### src/rtl/csa_pkg.sv
// Shared constants for the sequential carry-select adder: state encoding,
// nibble width and a constant clog2 used to size the nibble counter.
package csa_pkg;

  typedef enum logic [1:0] {
    S_IDLE = 2'd0,
    S_RUN  = 2'd1,
    S_DONE = 2'd2
  } state_e;

  localparam int NIB_W = 4;

  function automatic int clog2(input int value);
    int r;
    r = 0;
    for (int i = 0; i < 32; i++) begin
      if ((1 << i) < value) r = i + 1;
    end
    return r;
  endfunction

endpackage

### src/rtl/csa_slice4.sv
// Combinational 4-bit carry-select adder: two ripple chains (carry-in 0 and 1)
// computed in parallel, the real carry-in only drives the final mux.
module csa_slice4
  import csa_pkg::*;
(
  input  logic [NIB_W-1:0] x,
  input  logic [NIB_W-1:0] y,
  input  logic             ci,
  output logic [NIB_W-1:0] s,
  output logic             co
);

  logic [NIB_W:0]   c0;
  logic [NIB_W:0]   c1;
  logic [NIB_W-1:0] s0;
  logic [NIB_W-1:0] s1;

  assign c0[0] = 1'b0;
  assign c1[0] = 1'b1;

  generate
    for (genvar gi = 0; gi < NIB_W; gi++) begin : g_ripple
      assign s0[gi]   = x[gi] ^ y[gi] ^ c0[gi];
      assign c0[gi+1] = (x[gi] & y[gi]) | (c0[gi] & (x[gi] ^ y[gi]));
      assign s1[gi]   = x[gi] ^ y[gi] ^ c1[gi];
      assign c1[gi+1] = (x[gi] & y[gi]) | (c1[gi] & (x[gi] ^ y[gi]));
    end
  endgenerate

  assign s  = ci ? s1 : s0;
  assign co = ci ? c1[NIB_W] : c0[NIB_W];

endmodule

### src/rtl/csa_seq_adder_ctrl.sv
// WIDTH-bit add/subtract done one nibble per cycle through a single
// carry-select slice, with valid/ready handshakes on operands and result.
module csa_seq_adder_ctrl
  import csa_pkg::*;
#(
  parameter int WIDTH = 16
) (
  input  logic             clk,
  input  logic             rst_n,
  input  logic             in_valid,
  output logic             in_ready,
  input  logic [WIDTH-1:0] a,
  input  logic [WIDTH-1:0] b,
  input  logic             cin,
  input  logic             sub,
  output logic             out_valid,
  input  logic             out_ready,
  output logic [WIDTH-1:0] sum,
  output logic             cout,
  output logic             ovf,
  output logic             busy
);

  localparam int NIBS  = WIDTH / NIB_W;
  localparam int CNT_W = clog2(NIBS);
  localparam logic [CNT_W-1:0] LAST_NIB = CNT_W'(NIBS - 1);

  state_e           state_q, state_d;
  logic [WIDTH-1:0] a_q, a_d;
  logic [WIDTH-1:0] b_q, b_d;
  logic [WIDTH-1:0] sum_q, sum_d;
  logic             carry_q, carry_d;
  logic             cout_q, cout_d;
  logic             ovf_q, ovf_d;
  logic [CNT_W-1:0] nib_cnt_q, nib_cnt_d;

  logic [NIB_W-1:0] x_nib;
  logic [NIB_W-1:0] y_nib;
  logic [NIB_W-1:0] s_nib;
  logic             co_nib;

  assign x_nib = a_q[nib_cnt_q*NIB_W +: NIB_W];
  assign y_nib = b_q[nib_cnt_q*NIB_W +: NIB_W];

  csa_slice4 u_slice (
    .x  (x_nib),
    .y  (y_nib),
    .ci (carry_q),
    .s  (s_nib),
    .co (co_nib)
  );

  always_comb begin
    state_d   = state_q;
    a_d       = a_q;
    b_d       = b_q;
    sum_d     = sum_q;
    carry_d   = carry_q;
    cout_d    = cout_q;
    ovf_d     = ovf_q;
    nib_cnt_d = nib_cnt_q;
    case (state_q)
      S_IDLE: begin
        if (in_valid) begin
          a_d       = a;
          // Subtraction is a + ~b + 1, so b is inverted once at accept time
          b_d       = b ^ {WIDTH{sub}};
          carry_d   = sub ? 1'b1 : cin;
          nib_cnt_d = '0;
          state_d   = S_RUN;
        end
      end
      S_RUN: begin
        sum_d[nib_cnt_q*NIB_W +: NIB_W] = s_nib;
        carry_d = co_nib;
        if (nib_cnt_q == LAST_NIB) begin
          cout_d  = co_nib;
          ovf_d   = (a_q[WIDTH-1] == b_q[WIDTH-1]) && (s_nib[NIB_W-1] != a_q[WIDTH-1]);
          state_d = S_DONE;
        end else begin
          nib_cnt_d = nib_cnt_q + 1'b1;
        end
      end
      S_DONE: begin
        if (out_ready) state_d = S_IDLE;
      end
      default: state_d = S_IDLE;
    endcase
  end

  always_ff @(posedge clk or negedge rst_n) begin
    if (!rst_n) begin
      state_q   <= S_IDLE;
      a_q       <= '0;
      b_q       <= '0;
      sum_q     <= '0;
      carry_q   <= 1'b0;
      cout_q    <= 1'b0;
      ovf_q     <= 1'b0;
      nib_cnt_q <= '0;
    end else begin
      state_q   <= state_d;
      a_q       <= a_d;
      b_q       <= b_d;
      sum_q     <= sum_d;
      carry_q   <= carry_d;
      cout_q    <= cout_d;
      ovf_q     <= ovf_d;
      nib_cnt_q <= nib_cnt_d;
    end
  end

  assign in_ready  = (state_q == S_IDLE);
  assign out_valid = (state_q == S_DONE);
  assign busy      = (state_q == S_RUN) || (state_q == S_DONE);
  assign sum       = sum_q;
  assign cout      = cout_q;
  assign ovf       = ovf_q;

endmodule

### config.mk
export PLATFORM = sky130hd
export DESIGN_NAME = csa_seq_adder_ctrl
export DESIGN_NICKNAME = d
export VERILOG_FILES = /design/src/rtl/csa_pkg.sv /design/src/rtl/csa_slice4.sv /design/src/rtl/csa_seq_adder_ctrl.sv
export SDC_FILE = /design/constraint.sdc
export NUM_CORES = 1
export LEC_CHECK = 0
export ABC_AREA = 1
export BUFFER_PORTS_ARGS = -buffer_cell sky130_fd_sc_hd__buf_2
export CORE_ASPECT_RATIO = 1.1
export CORE_MARGIN = 3
export CORE_UTILIZATION = 60
export CTS_BUF_LIST = sky130_fd_sc_hd__clkbuf_4 sky130_fd_sc_hd__clkbuf_8
export DETAILED_ROUTE_END_ITERATION = 10
export PLACE_DENSITY = 0.84
export SYNTH_ARGS = -nofsm -noshare
export SYNTH_HDL_FRONTEND = slang
export SYNTH_SLANG_ARGS = --single-unit
export TNS_END_PERCENT = 50
### constraint.sdc
create_clock -name clk -period 8.83 [get_ports clk]
set_input_delay 0.883 -clock clk [delete_from_list [all_inputs] [get_ports clk]]
set_output_delay 0.883 -clock clk [all_outputs]
set_load 0.01 [all_outputs]
==> results_dict.tcl <==
set metrics [dict create \
    vias_in_the_first_global_route 5525 \
    timing.critical_path.required_ns 9.12 \
    tritoncts "yes" \
    p_switching_w 0.001082 \
    drv_slew 0 \
    post-synth-top-area-fraction_pct 34.89 \
    criticalPathCategory "reg2reg" \
    final.min_clock_period_ns 3.931 \
    cts-hold-fix-buffers 0 \
    timing.final.hold_violations 0 \
    worstPathMaxFanout 32 \
    worst_clock_skew_ns 0.01372 \
    vias_per_cell 5.845 \
    cellLeakagePower_nw 3.205 \
    ys_seq_area_share_pct 34.89 \
    cts_made_buffers 9 \
    final_nets 967 \
    seq_power_share_pct 26.0 \
    place_hpwl_um 12110 \
    cp-end-kind "flop" \
    die-width_um 102.1 \
    htreeDepth 3 \
    post-synth-top-area-cell "sky130_fd_sc_hd__dfrtp_1" \
    num_antenna_cells 0 \
    synth_area_leaders "sky130_fd_sc_hd__dfrtp_1, sky130_fd_sc_hd__nand2_1, sky130_fd_sc_hd__nor2_1" \
    grt_util_all_layers_pct 29.24 \
    max-vdd-ir-drop_uv 206.5 \
    synth_cell_type_count 45 \
    mappedNetlistNets 926 \
    floorplan.initialDensity_pct 63.31 \
    die-area_mm2 0.01141 \
    final_core_util_pct 68.70 \
    layout-drive-gt1-share_pct 14.08 \
    die_span_in_y_um 111.7 \
    flow.area_growth_from_synthesis_pct 8.518 \
    clock-sinks 85 \
    power.density_mw_per_mm2 327.1 \
    cp.arrival_ns 4.22 \
    synth.avg_cell_area_um2 6.943 \
    clock_latency_ns 0.36 \
    wirelength_um 16080 \
    max_slew.worst_pin.slew_ns 1.075 \
    remaining_drc_errors 0 \
    wire_length_of_the_first_global_routing_pass_um 26830 \
    finalSetupTns_ns 0 \
    grt.overflow.total 0 \
    port-buffer-count 58 \
    power.share.clock_pct 14.5 \
    grt_setup_unrepaired "no" \
    num_rows 37 \
    drt-pass1-iter-count 5 \
    place.gp.congestion 1.022 \
    timing.hold.worst.class "reg2reg" \
    switching_share_pct 49.98 \
    total_power_w 0.002164 \
    dominantRegCellSynth "sky130_fd_sc_hd__dfrtp_1" \
    setup_viol 0 \
    cts.reportedPaths.clkPinSlew_ns 0.09 \
    cts_repair_resize_count 0 \
    max_freq_mhz 254.4 \
    slew-limit-headroom_pct 28.35 \
    synthesis.area_mm2 0.006096 \
    layout_commonest_cell "sky130_fd_sc_hd__nand2_1" \
    final_cell_mix "sky130_fd_sc_hd__nand2_1, sky130_fd_sc_hd__nor2_1, sky130_fd_sc_hd__dfrtp_1" \
    top_level_ports 59 \
    antenna_violations_before_repair 0 \
    synth_warnings 0 \
    postCtsSetupRepairBufs 0 \
    core_area_mm2 0.009629 \
    syn_inst 878 \
    postSynth.asyncResetShare_pct 100.0 \
    post-route-period-util_pct 44.52 \
    dr_vias 6079 \
    run_status "completed" \
    routed_wire_length_per_instance_um 15.47 \
    maxCapViolCount 0 \
    combinational_share_of_power_pct 59.6 \
    fill_cells 867 \
    start_kind "flop" \
    detail_route.iter0.violations 682 \
    antenna_left 0 \
    synth_enable_flop_cells 0 \
    ys_seq_elements 85 \
    largest_net_degree_at_the_start_of_global_routing 86 \
    power_report.internal_total_w 0.001082 \
    clock_tree.buffer_depth 2 \
    cts_root_buf "sky130_fd_sc_hd__clkbuf_8" \
]
## critical path, stage by stage, from the launching register on
cell and delay [ns]:
sky130_fd_sc_hd__dfrtp_1 0.78, sky130_fd_sc_hd__inv_2 0.52, sky130_fd_sc_hd__o21ai_0 0.17, sky130_fd_sc_hd__a21oi_1 0.22, sky130_fd_sc_hd__inv_1 0.07, sky130_fd_sc_hd__ha_1 0.18, sky130_fd_sc_hd__nand2_1 0.05, sky130_fd_sc_hd__o21ai_0 0.09
sky130_fd_sc_hd__fa_1 0.39, sky130_fd_sc_hd__fa_1 0.37, sky130_fd_sc_hd__inv_1 0.07, sky130_fd_sc_hd__fa_1 0.49, sky130_fd_sc_hd__nor3_1 0.22, sky130_fd_sc_hd__a21oi_1 0.06, sky130_fd_sc_hd__o21ai_0 0.15
## layout make-up
cell class / count / area [um^2] / share of cell area (%)
clock buffer: 9 / 123.9 / 1.873
clock inverter: 6 / 96.34 / 1.456
inverter: 81 / 304.0 / 4.596
multi-input combinational: 683 / 3517 / 53.17
sequential: 85 / 2127 / 32.15
tap: 117 / 146.4 / 2.213
timing repair buffer: 59 / 300.3 / 4.539
## cells in the mapped netlist (2+ instances only)
cell / count
sky130_fd_sc_hd__nand2_1: 228
sky130_fd_sc_hd__nor2_1: 127
sky130_fd_sc_hd__dfrtp_1: 85
sky130_fd_sc_hd__inv_1: 76
sky130_fd_sc_hd__o21ai_0: 61
sky130_fd_sc_hd__nand3_1: 48
sky130_fd_sc_hd__nand4_1: 36
sky130_fd_sc_hd__nor3_1: 27
sky130_fd_sc_hd__a21oi_1: 25
sky130_fd_sc_hd__xnor2_1: 17
sky130_fd_sc_hd__clkbuf_1: 15
sky130_fd_sc_hd__mux2_2: 15
sky130_fd_sc_hd__xor2_1: 12
sky130_fd_sc_hd__nand2_2: 11
sky130_fd_sc_hd__o31ai_1: 8
sky130_fd_sc_hd__buf_2: 7
sky130_fd_sc_hd__ha_1: 7
sky130_fd_sc_hd__nor2_2: 7
sky130_fd_sc_hd__nor2_4: 7
sky130_fd_sc_hd__nor4_1: 7
sky130_fd_sc_hd__nand3b_1: 5
sky130_fd_sc_hd__o21ai_1: 5
sky130_fd_sc_hd__inv_2: 4
sky130_fd_sc_hd__o21ai_2: 4
sky130_fd_sc_hd__o22ai_1: 4
sky130_fd_sc_hd__buf_1: 3
sky130_fd_sc_hd__fa_1: 3
sky130_fd_sc_hd__nand3_2: 3
sky130_fd_sc_hd__a31oi_1: 2
sky130_fd_sc_hd__buf_6: 2
sky130_fd_sc_hd__o211ai_1: 2
sky130_fd_sc_hd__o21a_1: 2
## sequential cells by signal (all words and copies together) (netlist names)
name / cells
nib_cnt_q: 32
a_q: 16
b_q: 16
sum: 16
state_q: 2
carry_q: 1
cout: 1
ovf: 1
## through the flow
stage                     std cells  instance area, um^2  worst slack (ns)  hold WS, ns
after floorplan                 878                 6096             5.695       0.4478
after global placement         1025                 6395             5.093       0.4526
after detailed placement       1025                 6395             4.953       0.4533
after CTS                      1040                 6615             4.947       0.4751
after global routing           1040                 6615             4.534       0.5027
final                          1040                 6615             4.899       0.4692
## cells by family (layout without fill, tap and decap cells)
group / after synthesis / in the layout / synth area share, %
fa+ha+maj: 10 / 10 / 2.422
xor+xnor: 29 / 29 / 4.167
buf+inv: 110 / 155 / 7.409
simple gates: 513 / 513 / 37.77
compound gates: 116 / 116 / 10.57
mux: 15 / 15 / 2.771
flops: 85 / 85 / 34.89
## worst paths after layout
check                                         start                   endpoint  slack, ns  cells after the start
max                        nib_cnt_q[0]$_DFFE_PN0P_            ovf$_DFFE_PN0P_       4.90                     14
min                              sum[4]$_DFFE_PN0P_         sum[4]$_DFFE_PN0P_       0.47                      2
max reg2reg                nib_cnt_q[0]$_DFFE_PN0P_            ovf$_DFFE_PN0P_       4.90                     14
min reg2reg                      sum[4]$_DFFE_PN0P_         sum[4]$_DFFE_PN0P_       0.47                      2
max in group asynchronous                     rst_n   nib_cnt_q[4]$_DFFE_PN0P_       7.43                      1
min in group asynchronous                     rst_n  nib_cnt_q[13]$_DFFE_PN0P_       0.67                      1
## layer usage
metal / global-route usage [%] / share of wire (%)
met1: 43.56 / 44
met2: 42.44 / 44
met4: 9.536 / 2.4
met3: 6.078 / 9.7
met5: 0 / 0
## power groups by stage
stage / clock, W / sequential (W) / combinational (W)
after floorplan: 0 / 0.000529 / 0.00102
after global placement: 0 / 0.000564 / 0.00123
after detailed placement: 0 / 0.000566 / 0.00126
after CTS: 0.000315 / 0.000560 / 0.00127
after global routing: 0.000328 / 0.000574 / 0.00146
final: 0.000313 / 0.000562 / 0.00129
No activity file was read; power rests on OpenSTA's default activity.
